--- config.mk ---
export PLATFORM = sky130hd
export DESIGN_NAME = uart_rx_fifo
export DESIGN_NICKNAME = d
export VERILOG_FILES = /design/src/rtl/uart_rx_fifo.sv
export SDC_FILE = /design/constraint.sdc
export NUM_CORES = 1
export LEC_CHECK = 0
export ABC_AREA = 1
export CAP_MARGIN = 20
export CORE_AREA = 2 2 109 111
export CTS_BUF_LIST = sky130_fd_sc_hd__clkbuf_8
export DETAILED_ROUTE_END_ITERATION = 8
export DIE_AREA = 0 0 111 113
export PLACE_DENSITY = 0.74
export SLEW_MARGIN = 15
export SYNTH_ARGS = -nofsm -noshare
export SYNTH_HDL_FRONTEND = slang
export SYNTH_SLANG_ARGS = --single-unit
--- constraint.sdc ---
create_clock -name clk -period 6.9 [get_ports clk]
set_clock_uncertainty 0.2 [all_clocks]
set_input_delay 1.38 -clock clk [delete_from_list [all_inputs] [get_ports clk]]
set_output_delay 1.38 -clock clk [all_outputs]
set_load 0.03 [all_outputs]
--- src/rtl/uart_rx_fifo.sv ---
// uart_rx_fifo: oversampling UART receiver with majority-vote bit sampling,
// configurable word format, sticky error flags and a show-ahead word FIFO.
`timescale 1ns/1ps
module uart_rx_fifo #(
  parameter int CLK_HZ     = 50000000,
  parameter int BAUD       = 9600,
  parameter int OVERSAMPLE = 16,
  parameter int DATA_BITS  = 8,
  parameter int PARITY     = 0,
  parameter int STOP_BITS  = 1,
  parameter int FIFO_DEPTH = 8
) (
  input  logic                               clk,
  input  logic                               reset,
  input  logic                               rx,
  input  logic                               rd_en,
  input  logic                               err_clr,
  output logic [DATA_BITS-1:0]               rd_data,
  output logic                               rd_valid,
  output logic [$clog2(FIFO_DEPTH+1)-1:0]    fifo_count,
  output logic                               busy,
  output logic                               frame_err,
  output logic                               parity_err,
  output logic                               overrun_err
);

  localparam int DIV = (CLK_HZ + (BAUD * OVERSAMPLE) / 2) / (BAUD * OVERSAMPLE);
  localparam int DW  = $clog2(DIV + 1);
  localparam int SW  = $clog2(OVERSAMPLE);
  localparam int AW  = $clog2(FIFO_DEPTH);
  localparam int CW  = $clog2(FIFO_DEPTH + 1);

  localparam logic [DW-1:0] DIV_LAST   = DW'(DIV - 1);
  localparam logic [SW-1:0] S_V0       = SW'(OVERSAMPLE / 2 - 1);
  localparam logic [SW-1:0] S_V1       = SW'(OVERSAMPLE / 2);
  localparam logic [SW-1:0] S_V2       = SW'(OVERSAMPLE / 2 + 1);
  localparam logic [SW-1:0] S_LAST     = SW'(OVERSAMPLE - 1);
  localparam logic [3:0]    BIT_LAST   = 4'(DATA_BITS - 1);
  localparam logic [1:0]    STOP_LAST  = 2'(STOP_BITS - 1);
  localparam logic [CW-1:0] FULL_COUNT = CW'(FIFO_DEPTH);

  typedef enum logic [2:0] {S_IDLE, S_START, S_DATA, S_PAR, S_STOP, S_BRK} state_t;

  // Front end: synchroniser, edge history and post-reset arming.
  logic       sync1_q, sync1_d, sync2_q, sync2_d, prev_q, prev_d;
  logic       armed_q, armed_d;
  logic [1:0] settle_q, settle_d;
  logic       rxs, start_edge;

  // Receiver state.
  state_t                 state_q, state_d;
  logic [DW-1:0]          div_q, div_d;
  logic [SW-1:0]          samp_q, samp_d;
  logic [3:0]             bit_cnt_q, bit_cnt_d;
  logic [1:0]             stop_cnt_q, stop_cnt_d;
  logic [DATA_BITS-1:0]   shift_q, shift_d;
  logic                   v0_q, v0_d, v1_q, v1_d;
  logic                   par_bad_q, par_bad_d;
  logic                   commit_q, commit_d;
  logic                   tick, in_bit, vote_now, bit_end, vote, par_ok;
  logic                   frame_evt, par_evt, ovr_evt;

  // FIFO and sticky flags.
  logic [DATA_BITS-1:0]   mem_q [FIFO_DEPTH];
  logic [DATA_BITS-1:0]   mem_d [FIFO_DEPTH];
  logic [AW-1:0]          wr_ptr_q, wr_ptr_d, rd_ptr_q, rd_ptr_d;
  logic [CW-1:0]          count_q, count_d;
  logic                   do_push, do_pop;
  logic                   frame_err_q, frame_err_d, parity_err_q, parity_err_d;
  logic                   overrun_err_q, overrun_err_d;

  assign rxs      = sync2_q;
  assign tick     = (div_q == DIV_LAST);
  assign in_bit   = (state_q == S_START) || (state_q == S_DATA) ||
                    (state_q == S_PAR)   || (state_q == S_STOP);
  assign vote_now = in_bit && tick && (samp_q == S_V2);
  assign bit_end  = in_bit && tick && (samp_q == S_LAST);
  assign vote     = (v0_q & v1_q) | (v0_q & rxs) | (v1_q & rxs);
  assign par_ok   = (PARITY == 1) ? (^shift_q ^ vote) : ~(^shift_q ^ vote);

  // A start edge only counts once the synchroniser holds real samples and the
  // line has been seen idle, so a low line at reset release is ignored.
  assign start_edge = armed_q && prev_q && !rxs;

  // Front-end next state: shift rx through the synchroniser and arm after settling.
  always_comb begin
    sync1_d  = rx;
    sync2_d  = sync1_q;
    prev_d   = rxs;
    settle_d = {settle_q[0], 1'b1};
    armed_d  = armed_q | (settle_q[1] & rxs);
  end

  // Front-end registers.
  always_ff @(posedge clk or negedge reset) begin
    if (!reset) begin
      sync1_q  <= 1'b1;
      sync2_q  <= 1'b1;
      prev_q   <= 1'b1;
      settle_q <= 2'b00;
      armed_q  <= 1'b0;
    end else begin
      sync1_q  <= sync1_d;
      sync2_q  <= sync2_d;
      prev_q   <= prev_d;
      settle_q <= settle_d;
      armed_q  <= armed_d;
    end
  end

  // Receiver next-state: tick divider, sample counter, voting and frame sequencing.
  always_comb begin
    state_d    = state_q;
    div_d      = tick ? '0 : div_q + DW'(1);
    samp_d     = samp_q;
    bit_cnt_d  = bit_cnt_q;
    stop_cnt_d = stop_cnt_q;
    shift_d    = shift_q;
    v0_d       = v0_q;
    v1_d       = v1_q;
    par_bad_d  = par_bad_q;
    commit_d   = 1'b0;
    frame_evt  = 1'b0;
    par_evt    = 1'b0;

    if (in_bit && tick) begin
      samp_d = (samp_q == S_LAST) ? '0 : samp_q + SW'(1);
      if (samp_q == S_V0) v0_d = rxs;
      if (samp_q == S_V1) v1_d = rxs;
    end

    case (state_q)
      S_IDLE: begin
        samp_d = '0;
        if (start_edge) begin
          state_d = S_START;
          div_d   = '0;
        end
      end
      S_START: begin
        if (vote_now && vote) begin
          state_d = S_IDLE;
        end else if (bit_end) begin
          state_d   = S_DATA;
          bit_cnt_d = '0;
          par_bad_d = 1'b0;
        end
      end
      S_DATA: begin
        if (vote_now) shift_d = {vote, shift_q[DATA_BITS-1:1]};
        if (bit_end) begin
          if (bit_cnt_q == BIT_LAST) begin
            state_d    = (PARITY != 0) ? S_PAR : S_STOP;
            stop_cnt_d = '0;
          end else begin
            bit_cnt_d = bit_cnt_q + 4'd1;
          end
        end
      end
      S_PAR: begin
        if (vote_now && !par_ok) begin
          par_bad_d = 1'b1;
          par_evt   = 1'b1;
        end
        if (bit_end) begin
          state_d    = S_STOP;
          stop_cnt_d = '0;
        end
      end
      S_STOP: begin
        if (vote_now) begin
          if (!vote) begin
            frame_evt = 1'b1;
            state_d   = S_BRK;
            samp_d    = '0;
          end else if (stop_cnt_q == STOP_LAST) begin
            state_d  = S_IDLE;
            commit_d = ~par_bad_q;
          end
        end else if (bit_end) begin
          stop_cnt_d = stop_cnt_q + 2'd1;
        end
      end
      S_BRK: begin
        if (!rxs) begin
          samp_d = '0;
        end else if (tick) begin
          if (samp_q == S_LAST) state_d = S_IDLE;
          else                  samp_d  = samp_q + SW'(1);
        end
      end
      default: state_d = S_IDLE;
    endcase
  end

  // Receiver registers.
  always_ff @(posedge clk or negedge reset) begin
    if (!reset) begin
      state_q    <= S_IDLE;
      div_q      <= '0;
      samp_q     <= '0;
      bit_cnt_q  <= '0;
      stop_cnt_q <= '0;
      shift_q    <= '0;
      v0_q       <= 1'b1;
      v1_q       <= 1'b1;
      par_bad_q  <= 1'b0;
      commit_q   <= 1'b0;
    end else begin
      state_q    <= state_d;
      div_q      <= div_d;
      samp_q     <= samp_d;
      bit_cnt_q  <= bit_cnt_d;
      stop_cnt_q <= stop_cnt_d;
      shift_q    <= shift_d;
      v0_q       <= v0_d;
      v1_q       <= v1_d;
      par_bad_q  <= par_bad_d;
      commit_q   <= commit_d;
    end
  end

  // FIFO next state: a full FIFO still accepts a word when a pop lands in the same clk.
  always_comb begin
    do_pop   = rd_en && (count_q != '0);
    do_push  = commit_q && ((count_q != FULL_COUNT) || do_pop);
    ovr_evt  = commit_q && (count_q == FULL_COUNT) && !do_pop;
    mem_d    = mem_q;
    wr_ptr_d = wr_ptr_q;
    rd_ptr_d = rd_ptr_q;
    count_d  = count_q;
    if (do_push) begin
      mem_d[wr_ptr_q] = shift_q;
      wr_ptr_d        = wr_ptr_q + AW'(1);
    end
    if (do_pop) rd_ptr_d = rd_ptr_q + AW'(1);
    case ({do_push, do_pop})
      2'b10:   count_d = count_q + CW'(1);
      2'b01:   count_d = count_q - CW'(1);
      default: count_d = count_q;
    endcase
    frame_err_d   = (frame_err_q   & ~err_clr) | frame_evt;
    parity_err_d  = (parity_err_q  & ~err_clr) | par_evt;
    overrun_err_d = (overrun_err_q & ~err_clr) | ovr_evt;
  end

  // FIFO storage, pointers and sticky error flags.
  always_ff @(posedge clk or negedge reset) begin
    if (!reset) begin
      mem_q         <= '{default: '0};
      wr_ptr_q      <= '0;
      rd_ptr_q      <= '0;
      count_q       <= '0;
      frame_err_q   <= 1'b0;
      parity_err_q  <= 1'b0;
      overrun_err_q <= 1'b0;
    end else begin
      mem_q         <= mem_d;
      wr_ptr_q      <= wr_ptr_d;
      rd_ptr_q      <= rd_ptr_d;
      count_q       <= count_d;
      frame_err_q   <= frame_err_d;
      parity_err_q  <= parity_err_d;
      overrun_err_q <= overrun_err_d;
    end
  end

  assign rd_data     = mem_q[rd_ptr_q];
  assign rd_valid    = (count_q != '0);
  assign fifo_count  = count_q;
  assign busy        = (state_q != S_IDLE);
  assign frame_err   = frame_err_q;
  assign parity_err  = parity_err_q;
  assign overrun_err = overrun_err_q;

endmodule

# Word-level counts from Yosys, hierarchy flattened
# Cells that the tools add are included.
# word_totals
regBits,117
output_inout_bits,17
word_cells,178
# classes
eq_ne,31
addsub,8
n_reduce_logical,34
n_bitwise,18
mux,55
magnitude_cmp,3
# ops
op,n
64-bit bitwise mux,1
4-bit two-way mux,11
3-bit two-way mux,12
9-bit two-way mux,3
8-bit binary-select mux with 3-bit select,1
8-bit demux with 3-bit select,1
8-bit two-way mux,3
2-bit != test (second input constant),12
3-bit one-hot mux with 6 select lines,1
4-bit == test (second input constant),4
4-bit one-hot mux with 2 select lines,2
4-bit by 1-bit adder with 4-bit output (second input constant),3
1-bit logical AND,12
1-bit two-way mux,12
4-bit one-hot mux with 3 select lines,1
2-bit two-way mux,5
10-bit AND reduction,1
9-bit by 1-bit adder with 9-bit output (second input constant),1
9-bit == test (second input constant),1
4-bit by 3-bit == test with 1-bit output (second input constant),2
4-bit greater-or-equal comparator (second input constant),2
3-bit inverter with 4-bit output,2
8-bit parity,1
1-bit bitwise AND,7
28 further kinds,48

# Logic depth before layout (Yosys ltp)
# Gate-level depths: netlist of run 1.
# depth
ltp_word,10
ltp_mapped,15

# Least setup slack after synthesis of run 1
# Ideal clock, no wire load.
# synth_timing
path_type,register to output
start,register rd_ptr_q[1]
end,output rd_data[6]
n_path_buf,1
slack_ps,3682
t_arrival_ps,1638
required_time_ps,5320
stages_incl_launch_ff,7
cell_sequence,dfrtp_1 -> inv_1 -> clkbuf_1 -> o21ai_0 -> o22ai_1 -> nor2_1 -> a31oi_1
# synth_between
elab_chain_cells,4
# synth_rtl
item,line,rtl
from (decl),66,"logic [AW-1:0] wr_ptr_q, wr_ptr_d, rd_ptr_q, rd_ptr_d;"
from (signal assigned),260,rd_ptr_q <= rd_ptr_d;
3-bit inverter with 4-bit output (implied by the code),268,assign rd_data = mem_q[rd_ptr_q];
8-bit binary-select mux with 3-bit select,268,
8-bit two-way mux (implied by the code) (2 in series),268,
to (decl),18,"output logic [DATA_BITS-1:0] rd_data,"
# No other way between the ends. The select of a mux whose other input is x is not followed.

# Worst setup path in the final report of run 1
# layout_timing
start,register rd_ptr_q[0]
end,output rd_data[5]
# Same word-level chain as after synthesis.

==> insert_results.sql, run 1 <==
INSERT INTO impl_metrics (metric_group, metric, value, unit) VALUES
('critical_path', 'worstReg2RegStart', 'fifo_count[1]', ''),
('pwr', 'vdd.ir_drop.worst', '0.281', 'mV'),
('cts', 'cts-buffers-inserted', '17', ''),
('global_route', 'grt_start_max_net_pins', '64', ''),
('critical_path', 'timing.critical_path.slowest_cell_delay', '1.01', 'ns'),
('finish', 'final_net_count', '727', ''),
('detailed_routing', 'route.final.wire_length', '12500', 'um'),
('place', 'buffer_ports.inserted', '21', ''),
('cts', 'root_buffer', 'clkbuf_8', ''),
('run_status', 'outcome', 'finished, final reports clean', ''),
('sta', 'max-slew-margin-rel', '32.7', '%'),
('synth', 'yosys_most_used_dff', 'dfrtp_1', ''),
('synth', 'post_synth_inst_count', '691', ''),
('place', 'place_congestion', '0.889', ''),
('sta', 'min_period', '5.00', 'ns'),
('critical_path', 'critical-path-slowest-cell', 'dfrtp_1', ''),
('floorplan', 'start_util', '52.4', '%'),
('cts', 'htreeDepth', '4', ''),
('critical_path', 'ff2ff_setup_slack', '4.22', 'ns'),
('finish', 'diodes', '0', ''),
('cts', 'post_cts_buffers', '0', ''),
('detailed_routing', 'antenna_left', '0', ''),
('run', 'maxCapViolations', '0', ''),
('detailed_routing', 'drtPass1Iterations', '5', ''),
('sta', 'post-route-period-util', '72.5', '%'),
('critical_path', 'timing.critical_path.to_type', 'output pin', ''),
('global_route', 'number_of_antenna_violations_at_the_first_check_in_global_routing', '0', ''),
('floorplan', 'io-pin-count', '22', ''),
('floorplan', 'floorplan.die.width', '111', 'um'),
('synth', 'postSynthAreaPerCell', '8.54', 'um^2'),
('synth', 'synth-edff-count', '0', ''),
('pwr', 'report.power.total', '2310', 'uW'),
('global_route', 'grt_overflow', '0', ''),
('critical_path', 'worst_ep_arrival_time', '3.42', 'ns'),
('critical_path', 'ff2ff_path_depth', '14', ''),
('floorplan', 'die_area', '12500', 'um^2'),
('global_route', 'global_routing_usage_summed_across_all_routing_layers', '21.6', '%'),
('floorplan', 'fp-row-count', '39', ''),
('floorplan', 'dieHeight', '113', 'um'),
('worst_hold_path', 'hold_class', 'reg2reg', ''),
('pwr', 'power.static_leakage', '0.00299', 'uW'),
('place', 'dpl.hpwl', '8350', 'um'),
('worst_hold_path', 'hold_path.startpoint', 'settle_q[0]', ''),
('global_route', 'wire_length_of_the_first_global_routing_pass', '21600', 'um'),
('pwr', 'pwr_density_cell', '353', 'nW/um^2'),
('critical_path', 'crit_fanout', '34', ''),
('synth', 'yosys_warn_count', '0', ''),
('synth', 'postSynthRegisterBits', '117', ''),
('synth', 'async_flop_share', '100', '%'),
('cts', 'clk_transition_reported_paths', '0.07', 'ns'),
('sta', 'worstMarginPinSlew', '1.01', 'ns'),
('detailed_routing', 'drcViolationCount', '0', ''),
('detailed_routing', 'post_drt_via_cell_ratio', '5.44', ''),
('synth', 'netlist_area_before_placement', '5900', 'um^2'),
('finish', 'drive_above_1_share', '11.8', '%'),
('cts', 'cts-hold-fix-buffers', '0', ''),
('synth', 'postSynthNetCount', '709', ''),
('finish', 'layout_common_cells', 'nand2_1 (156), dfrtp_1 (112), nor2_1 (83)', ''),
('worst_hold_path', 'timing.hold.worst_path_depth', '0', ''),
('critical_path', 'critPathKind', 'reg2out', ''),
('worst_hold_path', 'worst_hold_path.endpoint', 'settle_q[1]', ''),
('detailed_routing', 'via_count', '4703', ''),
('critical_path', 'cp_cell_sequence', 'inv_1 -> o21ai_0 -> o22ai_1 -> nor2_1 -> a31oi_1 -> clkdlybuf4s50_1', ''),
('synth', 'ys_seq_area_share', '49.7', '%'),
('sta', 'setup-tns-final', '0', 'ns'),
('detailed_routing', 'drt-wirelength-per-cell', '14.5', 'um'),
('cts', 'clock_latency', '0.44', 'ns'),
('cts', 'clock_tree.buffer_depth', '2', ''),
('critical_path', 'start_kind', 'register', ''),
('finish', 'syn_to_final_growth', '10.8', '%'),
('critical_path', 'cpLargestDelayFamily', 'buffers and inverters', '');
-- cell families (layout without fill, tap and decap cells) --
family                     count (synthesis)  count (layout)  synth area share, %
DFF                                      117             117                 49.7
buffers and inverters                     91             122                 7.25
xor gates and xnor gates                   9               9                 1.34
AOI/OAI and AO/OA                        160             160                 15.3
and+or+nand+nor                          300             300                 23.4
adders and majority gates                 13              13                 2.88
other                                      1               1               0.0635
-- area by class of cell --
cell class                 instances  area [um^2]  area share [%]
timing repair buffer              22          215            3.29
clock buffer                      20          275            4.21
clock inverter                    12          136            2.09
sequential                       117         2930            44.9
inverter                          68          258            3.94
multi-input combinational        483         2540            38.9
tap                              143          179            2.74
-- layer usage --
metal / vias to the layer above / share of wire (%) / wire length [um] / track usage (%)
met4: 0 / 1.2 / 149 / 7.33
li1: 2307 / - / - / -
met3: 17 / 5.0 / 625 / 5.89
met5: - / 0 / 0 / 0
met2: 108 / 49 / 6200 / 36.2
met1: 2271 / 44 / 5570 / 27.4
-- metrics by stage --
stage / std cells / setup slack, ns / hold slack [ns] / area, um^2 / utilization, %
6_report: 865 / 1.90 / 0.148 / 6540 / 58.0
3_3_place_gp: 833 / 2.52 / 0.135 / 6130 / 54.4
3_5_place_dp: 833 / 2.41 / 0.136 / 6130 / 54.4
4_1_cts: 865 / 1.92 / 0.150 / 6540 / 58.0
5_1_grt: 865 / 1.58 / 0.161 / 6540 / 58.0
2_1_floorplan: 691 / 3.68 / 0.131 / 5900 / -
-- synthesized netlist by cell type, types with 2 or more instances --
| library cell | count | area, um^2 |
|---|---|---|
| o21ai_0 | 71 | 355 |
| o21ai_2 | 18 | 158 |
| o21ai_1 | 43 | 215 |
| nand4_4 | 7 | 149 |
| xor2_1 | 8 | 70.1 |
| nand3_1 | 16 | 80.1 |
| nor3b_1 | 2 | 15.0 |
| buf_6 | 5 | 56.3 |
| nor2_2 | 2 | 12.5 |
| dfrtp_1 | 112 | 2800 |
| inv_2 | 2 | 7.51 |
| nand2_1 | 156 | 586 |
| a31oi_1 | 8 | 50.1 |
| nor2_1 | 83 | 312 |
| o22ai_1 | 12 | 75.1 |
| dfstp_2 | 5 | 131 |
| nand2_2 | 15 | 93.8 |
| buf_2 | 6 | 30.0 |
| inv_1 | 64 | 240 |
| buf_8 | 2 | 30.0 |
| a21oi_1 | 4 | 20.0 |
| nor3_1 | 5 | 25.0 |
| clkbuf_1 | 8 | 30.0 |
| nand3_2 | 2 | 20.0 |
| ha_1 | 12 | 150 |
| nand4_1 | 6 | 37.5 |
-- sequential cells by signal, summed over array words and instances, names as in the netlist, 4 cells and up --
signal and cells:
samp_q 4, bit_cnt_q 4, fifo_count 4, div_q 9, shift_q 8, mem_q 64
-- power breakdown --
group | total, uW | internal (uW) | switching, uW
Combinational | 808 | 298 | 509
Clock | 651 | 379 | 271
Sequential | 851 | 753 | 97.5
-- worst reg2reg max path: cells and delay by family (launching register included) --
family | cells | cell delay [ns]
and+or+nand+nor | 10 | 1.00
adders and majority gates | 2 | 0.51
DFF | 1 | 0.44
AOI/OAI and AO/OA | 1 | 0.28
xor gates and xnor gates | 1 | 0.15
-- how the worst max path moves through the flow --
stage,startpoint,depth (start not counted),end
2_1_floorplan,rd_ptr_q[1],6,rd_data[6]
3_3_place_gp,rd_ptr_q[0],6,rd_data[5]
3_5_place_dp,rd_ptr_q[0],6,rd_data[5]
4_1_cts,rd_ptr_q[0],6,rd_data[5]
5_1_grt,rd_ptr_q[0],6,rd_data[0]
6_report,rd_ptr_q[0],6,rd_data[5]
(Power assumes the default switching activity.)
==> run 2, diff against run 1 <==
--- a/config.mk
+++ b/config.mk
@@ -11,7 +11,7 @@
 export CTS_BUF_LIST = sky130_fd_sc_hd__clkbuf_8
 export DETAILED_ROUTE_END_ITERATION = 8
 export DIE_AREA = 0 0 111 113
-export PLACE_DENSITY = 0.74
+export PLACE_DENSITY = 0.76
 export SLEW_MARGIN = 15
 export SYNTH_ARGS = -nofsm -noshare
 export SYNTH_HDL_FRONTEND = slang
==> constraint.sdc (replaced) <==
create_clock -name clk -period 4.4 [get_ports clk]
set_clock_uncertainty 0.2 [all_clocks]
set_input_delay 0.88 -clock clk [delete_from_list [all_inputs] [get_ports clk]]
set_output_delay 0.88 -clock clk [all_outputs]
set_load 0.03 [all_outputs]
==> run 2 against run 1 <==
  * Sequential share of layout area hardly changed
  * Setup slack got worse by 1.4 ns
  * Flip-flop and latch count unchanged
  * Clock-buffer cell count down 3
  * Cell area is essentially flat
  * Combinational power grew 61%
  * Largest power group is now combinational cells
==> insert_results.sql, run 2 (synthesis results as in run 1) <==
INSERT INTO impl_metrics (metric_group, metric, value, unit) VALUES
('floorplan', 'dieHeight', '113', 'um'),
('pwr', 'combinational_fraction_of_design_power', '36.2', '%'),
('cts', 'cts-hold-fix-buffers', '0', ''),
('critical_path', 'ff2ff_setup_slack', '1.72', 'ns'),
('finish', 'syn_to_final_growth', '10.9', '%'),
('cts', 'htreeDepth', '4', ''),
('place', 'place_congestion', '0.923', ''),
('finish', 'largest_reg_flops', '64', ''),
('detailed_routing', 'top_layer_used', 'met4', ''),
('critical_path', 'timing.critical_path.to_type', 'output pin', ''),
('critical_path', 'timing.critical_path.to', 'rd_data[1]', ''),
('floorplan', 'floorplan.die.width', '111', 'um'),
('cts', 'tritoncts_num_sinks', '117', ''),
('critical_path', 'cp_depth', '6', ''),
('cts', 'post_cts_buffers', '0', ''),
('global_route', 'wire_length_of_the_first_global_routing_pass', '21600', 'um'),
('sta', 'post-route-period-util', '88.6', '%'),
('cts', 'tritoncts', 'built', ''),
('critical_path', 'timing.critical_path.slowest_cell_delay', '0.69', 'ns'),
('sta', 'setup_viol', '0', ''),
('pwr', 'intPower', '2210', 'uW'),
('pwr', 'vdd.ir_drop.worst', '0.402', 'mV'),
('pwr', 'power.static_leakage', '0.00298', 'uW'),
('detailed_routing', 'drt-wirelength-per-cell', '14.3', 'um'),
('detailed_routing', 'wirelength_met1', '5450', 'um'),
('finish', 'num-fill-cells', '991', ''),
('place', 'dpl-instance-area', '6140', 'um^2'),
('pwr', 'p_sw', '1380', 'uW'),
('run', 'maxCapViolations', '0', ''),
('finish', 'reg.largest.list', 'mem_q: 64 flops, div_q: 9 flops, shift_q: 8 flops', ''),
('place', 'dpl.hpwl', '8550', 'um'),
('detailed_routing', 'route.final.wire_length', '12400', 'um'),
('critical_path', 'ff2ff_path_depth', '14', ''),
('detailed_routing', 'via_count', '4676', ''),
('global_route', 'first_global_vias', '4691', ''),
('sta', 'max-slew-margin-rel', '42.8', '%'),
('cts', 'clock_latency', '0.45', 'ns'),
('detailed_routing', 'antenna_left', '0', ''),
('critical_path', 'cpLargestDelayFamily', 'buffers and inverters', ''),
('sta', 'fmax', '256', 'MHz'),
('pwr', 'power_frac_clock', '27.8', '%'),
('sta', 'timing.final.hold_violations', '0', ''),
('detailed_routing', 'drtPass1Iterations', '5', ''),
('floorplan', 'io-pin-count', '22', ''),
('critical_path', 'reg2reg_to', 'fifo_count[3]', ''),
('critical_path', 'path_buf_inv', '2', ''),
('finish', 'reg_with_most_ffs', 'mem_q', ''),
('critical_path', 'worst_setup_path_startpoint', 'rd_ptr_q[1]', ''),
('critical_path', 'wp_data_required', '3.32', 'ns'),
('finish', 'final_net_count', '729', ''),
('floorplan', 'core_region_area', '11300', 'um^2'),
('sta', 'worstMarginPinSlew', '0.859', 'ns'),
('cts', 'clock_tree.buffer_depth', '2', ''),
('global_route', 'grt_overflow', '0', ''),
('finish', 'final_cell_area', '6540', 'um^2'),
('global_route', 'global_routing_usage_summed_across_all_routing_layers', '21.7', '%'),
('critical_path', 'critPathKind', 'reg2out', ''),
('run_status', 'outcome', 'finished, final reports clean', ''),
('critical_path', 'start_kind', 'register', ''),
('critical_path', 'cp_cell_sequence', 'inv_1 -> o21ai_0 -> o22ai_1 -> nor2_1 -> a31oi_1 -> clkdlybuf4s50_1', ''),
('sta', 'setup-tns-final', '0', 'ns'),
('floorplan', 'fp-row-count', '39', ''),
('detailed_routing', 'detailroute.wirelength.met3', '662', 'um'),
('pwr', 'relative_contribution_of_sequential_cells_to_total_power', '36.0', '%'),
('cts', 'cts-buffers-inserted', '17', ''),
('global_route', 'number_of_antenna_violations_at_the_first_check_in_global_routing', '0', ''),
('pwr', 'pwr_density_cell', '548', 'nW/um^2'),
('cts', 'cts_resized', '0', ''),
('detailed_routing', 'drcViolationCount', '0', ''),
('critical_path', 'crit_fanout', '18', ''),
('worst_hold_path', 'hold_class', 'reg2reg', ''),
('critical_path', 'worstReg2RegStart', 'fifo_count[1]', ''),
('global_route', 'grt_start_max_net_pins', '69', ''),
('finish', 'most_frequent_standard_cell_in_the_layout_excluding_fill_and_tap_cells', 'nand2_1', ''),
('cts', 'root_buffer', 'clkbuf_8', ''),
('finish', 'layout_common_cells', 'nand2_1 (156), dfrtp_1 (112), nor2_1 (83)', ''),
('pwr', 'report.power.total', '3590', 'uW'),
('finish', 'drive_above_1_share', '12.0', '%'),
('pwr', 'p_sw_share', '38.5', '%'),
('critical_path', 'worst_ep_arrival_time', '2.82', 'ns'),
('finish', 'diodes', '0', ''),
('critical_path', 'critical-path-slowest-cell', 'clkdlybuf4s50_1', ''),
('sta', 'grt_setup_unrepaired', 'false', ''),
('detailed_routing', 'post_drt_via_cell_ratio', '5.39', ''),
('place', 'dp_cells', '835', ''),
('sta', 'min_period', '3.90', 'ns'),
('floorplan', 'start_util', '52.4', '%'),
('cts', 'clk_transition_reported_paths', '0.07', 'ns'),
('finish', 'final-instance-count-excl-fill', '867', ''),
('detailed_routing', 'initialDrtViolationCount', '327', ''),
('detailed_routing', 'detailroute.wirelength.met2', '6080', 'um'),
('place', 'buffer_ports.inserted', '21', ''),
('floorplan', 'die_area', '12500', 'um^2'),
('sta', 'slew_violations', '0', '');
## run 2: worst reg2reg max path, stage by stage (launching register included)
cell and delay [ns]:
dfrtp_1 0.44, nor2_2 0.16, nand3_2 0.09, nand2_2 0.11, nand4_1 0.16, nand2_2 0.16
ha_1 0.22, ha_1 0.28, nand2_1 0.07, nor2_1 0.04, a211oi_1 0.26, nor2_1 0.08
nor2_1 0.10, nand2_1 0.07, xor2_1 0.14
## run 2: worst min-delay path by stage
stage,cells past startpoint,slack (ns),end,from
finish,0,0.15,settle_q[1],settle_q[0]
global route,0,0.15,settle_q[1],settle_q[0]
CTS,0,0.15,settle_q[1],settle_q[0]
detailed placement,0,0.14,settle_q[1],settle_q[0]
global placement,0,0.13,settle_q[1],settle_q[0]
floorplan,0,0.13,settle_q[1],settle_q[0]
## run 2: cell type report
| class | instances | area [um^2] | share of cell area (%) |
|---|---|---|---|
| timing repair buffer | 24 | 230 | 3.52 |
| sequential | 117 | 2930 | 44.8 |
| clock buffer | 17 | 234 | 3.58 |
| clock inverter | 15 | 168 | 2.56 |
| inverter | 68 | 258 | 3.94 |
| multi-input combinational | 483 | 2540 | 38.8 |
| tap | 143 | 179 | 2.73 |
## run 2: metrics by stage
stage	worst slack [ns]	hold WS [ns]	utilization, %
2_1_floorplan	1.68	0.131	-
3_3_place_gp	1.06	0.133	54.5
3_5_place_dp	0.975	0.137	54.5
4_1_cts	0.478	0.153	58.1
5_1_grt	0.312	0.155	58.1
6_report	0.500	0.150	58.1
## run 2: layer usage
layer,GRT usage [%],up-vias
met5,0,-
met4,8.58,0
met3,6.70,23
met2,36.5,106
met1,26.3,2232
li1,-,2315
## run 2: power groups by stage
| stage | registers [uW] | logic, uW | clock network, uW |
|---|---|---|---|
| 4_1_cts | 1290 | 1300 | 1020 |
| 5_1_grt | 1310 | 1450 | 1070 |
| 2_1_floorplan | 1320 | 889 | 0 |
| 6_report | 1290 | 1300 | 997 |
| 3_5_place_dp | 1310 | 1300 | 0 |
| 3_3_place_gp | 1310 | 1260 | 0 |
